$ cat src/rtl/mem_bus_arbiter_pkg.sv
// Shared bus types for the core-side memory port: ibus/dbus/cbus structs,
// transfer size/length/burst encodings and the arbiter state enum.
package mem_bus_arbiter_pkg;

  typedef logic [63:0] addr_t;
  typedef logic [63:0] word_t;
  typedef logic [7:0]  strobe_t;

  typedef enum logic [2:0] {
    MSIZE1 = 3'd0,
    MSIZE2 = 3'd1,
    MSIZE4 = 3'd2,
    MSIZE8 = 3'd3
  } msize_t;

  // Encoded as beats-1, AXI style.
  typedef enum logic [7:0] {
    MLEN1  = 8'd0,
    MLEN2  = 8'd1,
    MLEN4  = 8'd3,
    MLEN8  = 8'd7,
    MLEN16 = 8'd15
  } mlen_t;

  typedef enum logic [1:0] {
    AXI_BURST_FIXED = 2'd0,
    AXI_BURST_INCR  = 2'd1,
    AXI_BURST_WRAP  = 2'd2
  } axi_burst_t;

  typedef enum logic [1:0] {
    IDLE    = 2'd0,
    IFETCH  = 2'd1,
    DACCESS = 2'd2
  } arb_state_t;

  typedef struct packed {
    logic  valid;
    addr_t addr;
  } ibus_req_t;

  typedef struct packed {
    logic  addr_ok;
    logic  data_ok;
    word_t data;
  } ibus_resp_t;

  typedef struct packed {
    logic    valid;
    addr_t   addr;
    msize_t  size;
    strobe_t strobe;
    word_t   data;
  } dbus_req_t;

  typedef struct packed {
    logic  addr_ok;
    logic  data_ok;
    word_t data;
  } dbus_resp_t;

  typedef struct packed {
    logic       valid;
    logic       is_write;
    msize_t     size;
    addr_t      addr;
    strobe_t    strobe;
    word_t      data;
    mlen_t      len;
    axi_burst_t burst;
  } cbus_req_t;

  typedef struct packed {
    logic  ready;
    logic  last;
    word_t data;
  } cbus_resp_t;

  // Single-beat instruction fetch: always a full 32-bit read.
  function automatic cbus_req_t make_ifetch_req(input addr_t addr);
    cbus_req_t c;
    c          = '0;
    c.valid    = 1'b1;
    c.is_write = 1'b0;
    c.size     = MSIZE4;
    c.addr     = addr;
    c.strobe   = '0;
    c.data     = '0;
    c.len      = MLEN1;
    c.burst    = AXI_BURST_FIXED;
    return c;
  endfunction

  // Single-beat data access: any byte strobe set makes it a write.
  function automatic cbus_req_t make_daccess_req(input dbus_req_t d);
    cbus_req_t c;
    c          = '0;
    c.valid    = 1'b1;
    c.is_write = |d.strobe;
    c.size     = d.size;
    c.addr     = d.addr;
    c.strobe   = d.strobe;
    c.data     = d.data;
    c.len      = MLEN1;
    c.burst    = AXI_BURST_FIXED;
    return c;
  endfunction

endpackage

$ cat src/rtl/mem_bus_arbiter.sv
// Shares the single uncached cbus port between ibus and dbus, one transaction
// in flight; dbus wins ties unless ibus has been starved STARVE_LIMIT times.
module mem_bus_arbiter
  import mem_bus_arbiter_pkg::*;
#(
  parameter int STARVE_LIMIT = 4   // must be >= 1
) (
  input  logic       clk,
  input  logic       reset,
  input  ibus_req_t  ireq,
  output ibus_resp_t iresp,
  input  dbus_req_t  dreq,
  output dbus_resp_t dresp,
  output cbus_req_t  creq,
  input  cbus_resp_t cresp
);

  localparam int               CNT_W   = $clog2(STARVE_LIMIT + 1);
  localparam logic [CNT_W-1:0] CNT_MAX = CNT_W'(STARVE_LIMIT);

  arb_state_t       state;
  cbus_req_t        req_q;
  logic [CNT_W-1:0] starve_cnt;

  logic ibus_starved;
  logic grant_d;
  logic grant_i;
  logic done;

  // Valid/ready contract: a requester raises valid and holds its request
  // until it sees addr_ok in the same cycle; after that the arbiter owns a
  // latched copy and valid may drop. data_ok is a one-cycle pulse to the
  // owner carrying the read data; there is no backpressure on data_ok.
  always_comb begin
    ibus_starved = ireq.valid && (starve_cnt == CNT_MAX);
    grant_d      = !reset && (state == IDLE) && dreq.valid && !ibus_starved;
    grant_i      = !reset && (state == IDLE) && ireq.valid && !grant_d;
    done         = !reset && (state != IDLE) && cresp.ready && cresp.last;
  end

  always_ff @(posedge clk) begin
    if (reset) begin
      state      <= IDLE;
      req_q      <= '0;
      starve_cnt <= '0;
    end else begin
      case (state)
        IDLE: begin
          if (grant_d) begin
            state <= DACCESS;
            req_q <= make_daccess_req(dreq);
            if (!ireq.valid) begin
              starve_cnt <= '0;
            end else if (starve_cnt != CNT_MAX) begin
              starve_cnt <= starve_cnt + CNT_W'(1);
            end
          end else if (grant_i) begin
            state      <= IFETCH;
            req_q      <= make_ifetch_req(ireq.addr);
            starve_cnt <= '0;
          end
        end
        IFETCH, DACCESS: begin
          // A ready beat without last is not a completion for single-beat traffic.
          if (cresp.ready && cresp.last) begin
            state <= IDLE;
            req_q <= '0;
          end
        end
        default: begin
          state <= IDLE;
          req_q <= '0;
        end
      endcase
    end
  end

  // The cbus request is the latched copy, so it cannot follow the requester.
  assign creq = req_q;

  always_comb begin
    iresp         = '0;
    dresp         = '0;
    iresp.addr_ok = grant_i;
    dresp.addr_ok = grant_d;
    if (done && (state == IFETCH)) begin
      iresp.data_ok = 1'b1;
      iresp.data    = cresp.data;
    end
    if (done && (state == DACCESS)) begin
      dresp.data_ok = 1'b1;
      dresp.data    = cresp.data;
    end
  end

endmodule

$ cat config.mk
export PLATFORM = sky130hd
export DESIGN_NAME = mem_bus_arbiter
export DESIGN_NICKNAME = d
export VERILOG_FILES = /design/src/rtl/mem_bus_arbiter_pkg.sv /design/src/rtl/mem_bus_arbiter.sv
export SDC_FILE = /design/constraint.sdc
export NUM_CORES = 1
export LEC_CHECK = 0
export ABC_AREA = 1
export ABC_CLOCK_PERIOD_IN_PS = 1900
export CAP_MARGIN = 20
export CORE_AREA = 2 2 214 216
export DETAILED_ROUTE_END_ITERATION = 16
export DIE_AREA = 0 0 216 218
export PLACE_DENSITY = 0.44
export SLEW_MARGIN = 10
export SYNTH_ARGS = -nofsm -noshare
export SYNTH_HDL_FRONTEND = slang
export SYNTH_SLANG_ARGS = --single-unit
$ cat constraint.sdc
create_clock -name clk -period 1.9 [get_ports clk]
set_input_delay 0.38 -clock clk [delete_from_list [all_inputs] [get_ports clk]]
set_output_delay 0.38 -clock clk [all_outputs]
set_load 0.005 [all_outputs]
; After elaboration in Yosys (flattened, before gate mapping)
; Index checks and enable logic that the tools add are counted.
; Widths: inputs -> output; s select.
[totals]
memories = 0
latchBits = 0
output_inout_bits = 283
word_cells = 54
inputBits = 273
reg_bits = 156
rom_bits = 0
ramBits = 0
[op_classes]
n_bitwise = 0
div_mod_pow = 0
n_lt_le_gt_ge = 0
muxes = 14
n_addsub = 1
multipliers = 0
eq_ne = 7
reduce_logical = 22
n_shift = 0
[op_table]
columns = op, count
row1 = $mux 151, 3
row2 = $pmux 151 s2, 1
row3 = $mux 65, 2
row4 = $logic_and 1x1->1, 12
row5 = $mux 3, 4
row6 = $reduce_or 8->1, 1
row7 = $mux 2, 3
row8 = $ne 3x3->1 const B, 2
row9 = $pmux 2 s2, 1
row10 = $reduce_bool 2->1, 2
row11 = $add 3x1->3 const B, 1
row12 = $eq 3x3->1 const B, 1
row13 = $logic_not 1->1, 3
row14 = $ne 3x2->1 const B, 1
row15 = $reduce_and 3->1, 1
row16 = $eq 2x1->1 const B, 1
row17 = $eq 2x2->1 const B, 1
row18 = $logic_not 2->1, 1
row19 = $ne 2x2->1 const B, 1
row20 = $reduce_and 2->1, 1
row21 = $reduce_or 2->1, 1

; Depth between registers and ports, before layout
; Gate-level depths: netlist (run 1).
[logic_depth]
ltp_word = 9
ltp_mapped = 12
ltp_nobuf = 11

; Worst setup path before layout (run 1)
; No wires, ideal clock.
[synth_path]
kind = reg-to-output
startpoint = register state[0]
endpoint = output dresp[64] in the netlist's numbering
arrival_ns = 1.438
required_time_ns = 1.520
stages_incl_launch_ff = 9
path_buffers = 3
slack_ns = 0.082
cell_sequence = dfxtp_1 > inv_1 > ha_1 > buf_2 > inv_1 > nand4_1 > clkbuf_1 > buf_1 > inv_1
[synth_rtl]
columns = item, line_no
row1 = start: declaration, mem_bus_arbiter.sv:21  ; arb_state_t state;
row2 = start signal: assignment, mem_bus_arbiter.sv:43  ; state <= IDLE;
row3 = start signal: assignment, mem_bus_arbiter.sv:50  ; state <= DACCESS;
row4 = start signal: assignment, mem_bus_arbiter.sv:58  ; state <= IFETCH;
row5 = end: declaration, mem_bus_arbiter.sv:13  ; output dbus_resp_t dresp,

==> results of run 1 <==
==> cells by family after synthesis <==
| logic type | count (synthesis) | share of synthesized area |
|---|---|---|
| buffers and inverters | 227 | 0.136 |
| AND/OR/NAND/NOR | 633 | 0.316 |
| AO/OA/AOI/OAI | 185 | 0.168 |
| adder cells (fa/ha/maj) | 5 | 0.00795 |
| flip-flops | 146 | 0.372 |
| XOR/XNOR | 1 | 0.00111 |
| other | 1 | 0.000477 |
==> worst max-delay path by stage <==
stage               startpoint         to
global route          state[1]   iresp[4]
global placement     cresp[64]  iresp[40]
CTS                   state[1]   dresp[3]
finish               cresp[65]   iresp[4]
floorplan             state[0]  dresp[64]
detailed placement   cresp[64]  iresp[40]
==> worst min-delay path: stages (launching register included) <==
cell     delay [ps]
dfxtp_1         310
nand2_1          60
a21oi_1          50
==> metal layers <==
| layer | vias up | share of wire |
|---|---|---|
| met5 | - | 0.00026 |
| met4 | 2 | 0.040 |
| met3 | 73 | 0.071 |
| met2 | 424 | 0.52 |
| met1 | 4690 | 0.37 |
| li1 | 4930 | - |
==> layout by cell type (no fill, tap or decap), types with 3 or more instances in the layout <==
cell type        instances
inv_6                    3
nor2_4                  89
clkbuf_16               39
a21oi_1                101
buf_6                   56
nor2_1                  81
nand2_4                 27
clkdlybuf4s50_1        411
nand2_1                306
inv_2                    5
conb_1                  10
bufinv_16                4
nand2_2                 16
clkbuf_1                 3
nor2_2                  44
ha_1                     3
dfxtp_2                  3
diode_2                  3
clkinv_4                 4
o211ai_1                34
buf_2                   96
dfxtp_1                143
buf_4                   42
a21oi_2                  8
o211ai_2                39
buf_8                    8
nand3_1                 66
buf_12                  17
buf_16                  12
clkbuf_2                 4
inv_1                  109
==> through the flow <==
stage | instances | area, um^2 | setup slack (ps) | TNS, ps
final | 2405 | 16700 | -476 | -41840
after global routing | 2404 | 16700 | -557 | -64380
after CTS | 2361 | 15200 | -634 | -62750
after detailed placement | 2302 | 14200 | -863 | -143310
after global placement | 2302 | 14200 | -853 | -133390
after floorplan | 1207 | 7900 | 81.9 | 0
==> cell type report <==
class	instances	area (um^2)	share of cell area
flip-flops and latches	146	2930	0.175
multi-input cells	835	5020	0.300
inverters	119	463	0.0277
repair buffers	670	6920	0.414
diodes	3	7.51	0.000449
clock inverters	11	176	0.0106
clock buffers	21	450	0.0269
well taps	600	751	0.0449
==> repair_timing <==
| item | 4_1_cts | 5_1_grt |
|---|---|---|
| setup endpoints to repair | 157 | 275 |
| resized for setup | 506 | 385 |
| pin swaps | 8 | 80 |
| cloned | 5 | 26 |
| buffers inserted | 22 | 23 |
| hold buffers | 0 | 0 |
==> flip-flops by register name, indices dropped and copies added, names as in the netlist <==
name and cells:
state 2, starve_cnt 3, creq 141
==> power by group <==
part	internal [W]	switching [W]
Combinational	0.00187	0.00180
Sequential	0.00334	0.000142
Clock	0.00225	0.00149
==> results.py, run 1 <==
metrics = {
    "outcome": {
        "run_status": "finished, violations left",
        "violations": "setup timing",
    },
    "sta": {
        "finalSetupViolations": 179,
        "tightestPinTransition_ps": 974,
        "fmax_ghz": 0.421,
        "slew_viol_final": 0,
        "rsz0062_at_grt": "yes",
        "hold_violations": 0,
        "whs_ps": 459,
        "min_period_ps": 2380,
        "max_slew_margin": 0.351,
        "fin_ws_ps": -476,
        "clock_skew_ps": 12.2,
        "post-route-period-util": 1.25,
    },
    "cts": {
        "cts_tree": "yes",
        "clk_latency_ps": 440,
        "ctsRootBufferMaster": "clkbuf_16",
        "tritoncts.num_buffers": 17,
        "htree_levels": 4,
        "clk_pin_slew_ps": 60,
        "clk_path_buf_depth": 2,
        "cts.sinks": 146,
    },
    "setup_path": {
        "crit_path_max_incr_delay_ps": 470,
        "cp-start-kind": "input port",
        "setup.worst_path.end_class": "output pin",
        "crit_required_ps": 1520,
        "reg2reg_depth": 15,
        "path_class": "in -> out",
        "timing.rr.end": "creq[64]",
        "path_delay_family": "buffers and inverters",
        "arrival_ps": 2000,
        "crit_fanout": 7,
        "cp_num_cells": 11,
        "reg2reg_slack_ps": -80,
        "crit_buf_inv": 8,
        "rr_startpoint": "state[1]",
        "crit_chain": "clkdlybuf4s50_1 > nand2_2 > clkinv_4 > nand4_1 > buf_6 > buf_8 > buf_6 > buf_16 > buf_12 > nor2_4 > buf_2",
        "crit_top_cell": "buf_6",
        "crit_path_top_delay_cell": "clkdlybuf4s50_1",
    },
    "place": {
        "place.detailed.hpwl_um": 33500,
        "port_buffers": 545,
        "place_congestion": 0.981,
    },
    "global_route": {
        "met2_usage": 0.340,
        "met1_usage": 0.194,
        "grt_overflow": 0,
        "antenna_found_initial": 4,
        "top_usage_layer": "met2",
        "grt_max_degree": 75,
        "met3_usage": 0.0548,
        "grt_pass1_vias": 9706,
        "track_usage": 0.185,
        "grt_pass1_wl_um": 64800,
    },
    "synthesis": {
        "synth_commonest_cells": "nand2_1, nor2_1, dfxtp_1, inv_1, a21oi_1",
        "synth_cell_types": 27,
        "synth_seq_cells": 146,
        "seq_area_frac_synth": 0.372,
        "synthArstFlopShare": 0,
        "synth_area_leaders": "dfxtp_1, nand2_1, nor2_1, a21oi_1, o211ai_2",
        "syn-cell-area_um2": 7870,
        "synth_edf_count": 0,
        "yosysWarnings": 0,
        "synth_top_area_share": 0.372,
        "syn_inst": 1198,
        "yosysMostFrequentCell": "nand2_1",
        "avgSynthCellArea_um2": 6.57,
        "synthFlopType": "dfxtp_1",
        "synth_top_area_cell": "dfxtp_1",
    },
    "final_layout": {
        "nNetsFinal": 2067,
        "drive_gt1_frac": 0.294,
        "area_growth_pct": 112,
        "num-fill-cells": 4686,
        "post-route-util": 0.372,
    },
    "power": {
        "max-vdd-ir-drop_mv": 0.614,
        "p_leak_nw": 7.20,
        "power_w": 0.0109,
        "power.density_nw_per_um2": 651,
    },
    "run": {
        "max_cap_viol_count": 0,
    },
    "routing": {
        "wl_um": 49600,
        "via_count": 10100,
        "drt_iter0_markers": 315,
        "drc_errors": 0,
        "antenna_left": 0,
        "dr.pass1.iters": 6,
        "post_drt_via_cell_ratio": 4.21,
        "wl_per_cell_um": 20.6,
    },
    "floorplanning": {
        "io_pins": 556,
        "die_area_um2": 47100,
        "die_h_um": 218,
        "rows": 78,
        "initial_core_util": 0.175,
        "die_w_um": 216,
        "core_area_um2": 44900,
    },
    "hold_path": {
        "min-delay-start": "creq[108]",
        "hold_path_class": "reg -> reg",
        "holdPathEnd": "creq[108]",
        "min_path_cells": 2,
    },
}
No activity file was read; power rests on OpenSTA's default activity.
==> run 2: changes to the inputs <==
--- a/config.mk
+++ b/config.mk
@@ -5,13 +5,12 @@
 export SDC_FILE = /design/constraint.sdc
 export NUM_CORES = 1
 export LEC_CHECK = 0
-export ABC_AREA = 1
 export ABC_CLOCK_PERIOD_IN_PS = 1900
 export CAP_MARGIN = 20
 export CORE_AREA = 2 2 214 216
 export DETAILED_ROUTE_END_ITERATION = 16
 export DIE_AREA = 0 0 216 218
-export PLACE_DENSITY = 0.44
+export PLACE_DENSITY = 0.42
 export SLEW_MARGIN = 10
 export SYNTH_ARGS = -nofsm -noshare
 export SYNTH_HDL_FRONTEND = slang
==> results.py, run 2 <==
metrics = {
    "sta": {
        "min_period_ps": 2420,
        "max_slew_margin": 0.227,
        "clock_skew_ps": 12.5,
        "whs_ps": 392,
        "slew_viol_final": 0,
        "finalSetupViolations": 260,
        "rsz0062_at_grt": "yes",
        "post-route-period-util": 1.27,
        "hold_violations": 0,
        "tightestPinTransition_ps": 1160,
        "fmax_ghz": 0.413,
        "fin_ws_ps": -520,
    },
    "routing": {
        "antenna_left": 0,
        "drt_iter0_markers": 255,
        "via_count": 8587,
        "drc_errors": 0,
        "post_drt_via_cell_ratio": 4.14,
        "wl_um": 43600,
        "wl_per_cell_um": 21.0,
        "dr.pass1.iters": 6,
    },
    "final_layout": {
        "diodes": 0,
        "finalNonFillerCells": 2074,
        "final_cell_mix": "clkdlybuf4s50_1, buf_6, dfxtp_1",
        "drive_gt1_frac": 0.429,
        "largest_register_ff_count": 141,
        "post-route-util": 0.383,
        "area_growth_pct": 154,
        "nNetsFinal": 1739,
        "final_common_cell": "clkdlybuf4s50_1",
        "num-fill-cells": 4429,
        "postLayoutCellArea_um2": 17200,
    },
    "setup_path": {
        "cp-start-kind": "input port",
        "setup.worst_path.end_class": "output pin",
        "crit_required_ps": 1520,
        "startpoint": "cresp[64]",
        "rr_startpoint": "state[1]",
        "crit_path_max_incr_delay_ps": 500,
        "crit_fanout": 5,
        "crit_chain": "clkdlybuf4s50_1 > nand2_2 > nor4b_4 > buf_6 > buf_12 > buf_16 > buf_12 > and2_4 > buf_6",
        "path_class": "in -> out",
        "crit_path_top_delay_cell": "clkdlybuf4s50_1",
        "crit_buf_inv": 6,
        "arrival_ps": 2040,
        "path_delay_family": "buffers and inverters",
    },
    "synthesis": {
        "synth_area_leaders": "dfxtp_1, and2_1, a21oi_1, nand3_1, a221oi_1",
        "synth_cell_types": 35,
        "syn-cell-area_um2": 6760,
        "synthFlopType": "dfxtp_1",
        "synthArstFlopShare": 0,
        "synth_commonest_cells": "dfxtp_1, and2_1, a21oi_1, nand2_1, nand3_1",
        "synth_top_area_share": 0.433,
        "seq_area_frac_synth": 0.433,
        "synth_seq_cells": 146,
        "synth_edf_count": 0,
        "avgSynthCellArea_um2": 8.37,
        "synth_top_area_cell": "dfxtp_1",
        "yosysMostFrequentCell": "dfxtp_1",
        "yosysWarnings": 0,
        "syn_inst": 807,
    },
    "global_route": {
        "grt_overflow": 0,
        "grt_pass1_vias": 8621,
        "track_usage": 0.175,
        "grt_pass1_wl_um": 60000,
        "antenna_found_initial": 0,
        "grt_max_degree": 76,
    },
    "power": {
        "power.density_nw_per_um2": 654,
        "max-vdd-ir-drop_mv": 0.560,
        "p_leak_nw": 6.59,
    },
    "floorplanning": {
        "rows": 78,
        "io_pins": 556,
        "die_w_um": 216,
        "initial_core_util": 0.151,
        "core_area_um2": 44900,
        "die_area_um2": 47100,
        "die_h_um": 218,
    },
    "cts": {
        "htree_levels": 4,
        "ctsRootBufferMaster": "clkbuf_16",
        "clk_latency_ps": 460,
        "clk_path_buf_depth": 2,
        "cts.sinks": 146,
        "cts_tree": "yes",
        "clk_pin_slew_ps": 60,
        "tritoncts.num_buffers": 17,
        "postCtsHoldBufs": 0,
    },
    "hold_path": {
        "hold_path_class": "in -> reg",
        "min-delay-start": "reset",
    },
    "place": {
        "port_buffers": 545,
        "placed_cells": 1972,
        "place_congestion": 0.933,
        "place.detailed.hpwl_um": 31700,
        "placed_cell_area_um2": 13600,
    },
    "run": {
        "max_cap_viol_count": 0,
    },
    "outcome": {
        "violations": "setup timing",
        "run_status": "finished, violations left",
    },
}
-- run 2: cell count changes after synthesis, sizes merged, moves of 36 or more --
| cell | delta |
|---|---|
| nand2 | -268 |
| nor2 | -176 |
| and2 | +128 |
| inv | -111 |
| o211ai | -74 |
| a221oi | +37 |
| o21ai | +36 |
-- run 2: repair_timing --
action,in CTS,in global routing
gates resized for setup,791,271
buffers inserted,38,15
pin swaps,86,95
cloned,24,4
endpoints found under the setup margin,273,278
-- run 2: cells by family (layout without fill, tap and decap cells) --
group / Yosys count / in the layout / share of synthesized area
AND/OR/NAND/NOR: 337 / 337 / 0.256
XOR/XNOR: 1 / 1 / 0.00130
AO/OA/AOI/OAI: 193 / 193 / 0.184
other: 1 / 10 / 0.000555
buffers and inverters: 97 / 755 / 0.0763
multiplexers: 27 / 27 / 0.0400
adder cells (fa/ha/maj): 5 / 5 / 0.00926
flip-flops: 146 / 146 / 0.433
-- run 2: area by class of cell --
type	instances	area (um^2)	area share
Multi-Input combinational cell	573	4780	0.278
Timing Repair Buffer	716	8030	0.468
Tap cell	600	751	0.0437
Inverter	7	33.8	0.00197
Sequential cell	146	2930	0.170
Clock buffer	21	460	0.0268
Clock inverter	11	198	0.0115
-- run 2: where the power goes --
group,total (W),internal (W),switching [W]
combinational,0.00385,0.00212,0.00174
sequential,0.00350,0.00335,0.000153
clock,0.00387,0.00241,0.00146
-- run 2: per-stage QoR --
step / total power, W / setup slack (ps) / setup TNS (ps)
2_1_floorplan: 0.00452 / -62.8 / -6280
3_3_place_gp: 0.00659 / -853 / -146160
3_5_place_dp: 0.00658 / -886 / -150780
4_1_cts: 0.0111 / -579 / -92930
5_1_grt: 0.0117 / -621 / -107730
6_report: 0.0112 / -520 / -83710
-- run 2: metal layers --
layer / global-route usage / part of all wire / up-vias
met3: 0.0431 / 0.059 / 55
li1: - / - / 4101
met2: 0.322 / 0.52 / 341
met1: 0.190 / 0.38 / 4090
met4: 0.0737 / 0.038 / 0
met5: 0 / 0 / -
-- run 2: worst reg2reg max path: stages, from the launching register on --
cell and delay [ps]:
dfxtp_2 330, inv_2 50, ha_4 170, buf_4 140, buf_6 110, and2b_2 220, nand3_4 110, buf_6 130
inv_8 40, buf_12 130, buf_12 150, buf_12 150, buf_12 130, buf_16 130, nand3_2 60, a21oi_1 50
-- run 2: worst paths after layout --
check                   end  slack (ps)  depth (start not counted)
hold reg to reg    creq[38]         450                          2
setup / recovery  iresp[56]        -520                          9
hold / removal    creq[148]         390                          3
setup reg to reg   creq[10]        -380                         15
==> run 3: changes to the inputs <==
--- a/config.mk
+++ b/config.mk
@@ -5,12 +5,12 @@
 export SDC_FILE = /design/constraint.sdc
 export NUM_CORES = 1
 export LEC_CHECK = 0
-export ABC_CLOCK_PERIOD_IN_PS = 1900
 export CAP_MARGIN = 20
-export CORE_AREA = 2 2 214 216
+export CORE_AREA = 2 2 217 219
+export CTS_BUF_LIST = sky130_fd_sc_hd__clkbuf_8
 export DETAILED_ROUTE_END_ITERATION = 16
-export DIE_AREA = 0 0 216 218
-export PLACE_DENSITY = 0.42
+export DIE_AREA = 0 0 219 221
+export PLACE_DENSITY = 0.41
 export SLEW_MARGIN = 10
 export SYNTH_ARGS = -nofsm -noshare
 export SYNTH_HDL_FRONTEND = slang
==> results.py, run 3 (synthesis gave the netlist of run 2 again) <==
metrics = {
    "outcome": {
        "run_status": "finished, violations left",
        "violations": "setup timing",
    },
    "setup_path": {
        "crit_path_max_incr_delay_ps": 510,
        "crit_required_ps": 1520,
        "crit_chain": "clkdlybuf4s50_1 > nand2_1 > nor4b_4 > buf_6 > buf_6 > buf_12 > clkbuf_16 > and2_4 > buf_6",
        "crit_path_top_delay_cell": "clkdlybuf4s50_1",
        "cp-start-kind": "input port",
        "timing.rr.end": "creq[81]",
        "setup.worst_path.end_class": "output pin",
        "path_class": "in -> out",
        "arrival_ps": 2110,
        "crit_fanout": 4,
        "crit_top_cell": "buf_6",
        "reg2reg_slack_ps": -210,
        "reg2reg_depth": 14,
        "rr_startpoint": "state[1]",
    },
    "sta": {
        "hold_violations": 0,
        "clock_skew_ps": 9.34,
        "finalSetupViolations": 246,
        "whs_ps": 294,
        "min_period_ps": 2490,
        "fin_ws_ps": -590,
        "tns_ps": -76770,
        "post-route-period-util": 1.31,
        "fmax_ghz": 0.402,
        "tightestPinTransition_ps": 1050,
        "slew_viol_final": 0,
        "rsz0062_at_grt": "yes",
        "max_slew_margin": 0.297,
    },
    "place": {
        "place.detailed.hpwl_um": 28200,
        "port_buffers": 545,
        "place_congestion": 0.844,
    },
    "cts": {
        "tritoncts.num_buffers": 17,
        "clk_path_buf_depth": 2,
        "cts.sinks": 146,
        "clk_latency_ps": 490,
        "cts_tree": "yes",
        "ctsRootBufferMaster": "clkbuf_8",
        "postCtsHoldBufs": 0,
        "htree_levels": 4,
        "clk_pin_slew_ps": 80,
    },
    "floorplanning": {
        "rows": 79,
        "initial_core_util": 0.147,
        "die_area_um2": 48400,
        "die_h_um": 221,
        "die_w_um": 219,
        "core_area_um2": 46100,
        "io_pins": 556,
    },
    "routing": {
        "dr.pass1.iters": 4,
        "wl_per_cell_um": 19.3,
        "antenna_left": 0,
        "wl_um": 39700,
        "drt_iter0_markers": 198,
        "post_drt_via_cell_ratio": 4.11,
        "drc_errors": 0,
        "via_count": 8460,
    },
    "final_layout": {
        "nNetsFinal": 1719,
        "final_common_cell": "clkdlybuf4s50_1",
        "regArea_um2": 2930,
        "largest_register_ff_count": 141,
        "post-route-util": 0.365,
        "multi_input_area_um2": 5090,
        "num-fill-cells": 4628,
        "final_cell_mix": "clkdlybuf4s50_1, dfxtp_1, buf_6",
        "area_growth_pct": 149,
        "diodes": 0,
        "drive_gt1_frac": 0.423,
    },
    "hold_path": {
        "min_path_cells": 3,
        "hold_path_class": "in -> reg",
        "min-delay-start": "reset",
        "holdPathEnd": "creq[150]",
    },
    "power": {
        "power.density_nw_per_um2": 592,
        "max-vdd-ir-drop_mv": 0.404,
        "p_leak_nw": 6.27,
    },
    "run": {
        "max_cap_viol_count": 0,
    },
    "global_route": {
        "grt_pass1_vias": 8068,
        "grt_max_degree": 59,
        "antenna_found_initial": 0,
        "grt_pass1_wl_um": 53100,
        "grt_overflow": 0,
        "track_usage": 0.149,
    },
}
[run 3: power by group]
part,switching (W),total (W),leakage [nW],internal (W)
Clock,0.00134,0.00257,0.196,0.00123
Combinational,0.00177,0.00388,4.88,0.00211
Sequential,0.000136,0.00348,1.19,0.00334
[run 3: how the worst max path moves through the flow]
stage,start,endpoint,slack (ps),cells past startpoint
after detailed placement,cresp[64],iresp[3],-810,7
after global routing,state[1],dresp[42],-710,9
after global placement,cresp[64],iresp[41],-760,7
after CTS,state[1],iresp[61],-720,11
after floorplan,state[0],dresp[0],-60,6
final,cresp[64],iresp[54],-590,9
[run 3: critical path, delay by kind of cell]
kind / cells / cell delay, ps
buffers and inverters: 6 / 1110
and+or+nand+nor: 3 / 610
[run 3: what timing repair did]
action,4_1_cts,5_1_grt
endpoints found under the setup margin,274,276
buffers inserted,29,21
gates resized for setup,627,428
cloned,15,12
pin swaps,55,201
[run 3: per-stage QoR]
step	area, um^2	total power, W	cells	setup slack (ps)
after floorplan	6790	0.00452	816	-62.8
after global placement	13500	0.00654	1965	-762
after detailed placement	13500	0.00652	1965	-813
after CTS	14700	0.00942	2039	-723
after global routing	16800	0.0105	2060	-714
final	16800	0.00994	2060	-590
[run 3: routing by layer]
metal,global-route usage,share of wire
met5,0,0
met4,0.0562,0.029
met3,0.0392,0.066
met2,0.287,0.55
met1,0.151,0.36
[run 3: final cells by class]
type                            instances  area share
Clock inverter                         12     0.00782
Clock buffer                           19      0.0156
Sequential cell                       146       0.174
Multi-Input combinational cell        573       0.303
Timing Repair Buffer                  696       0.452
Tap cell                              607      0.0452
Inverter                                7     0.00253
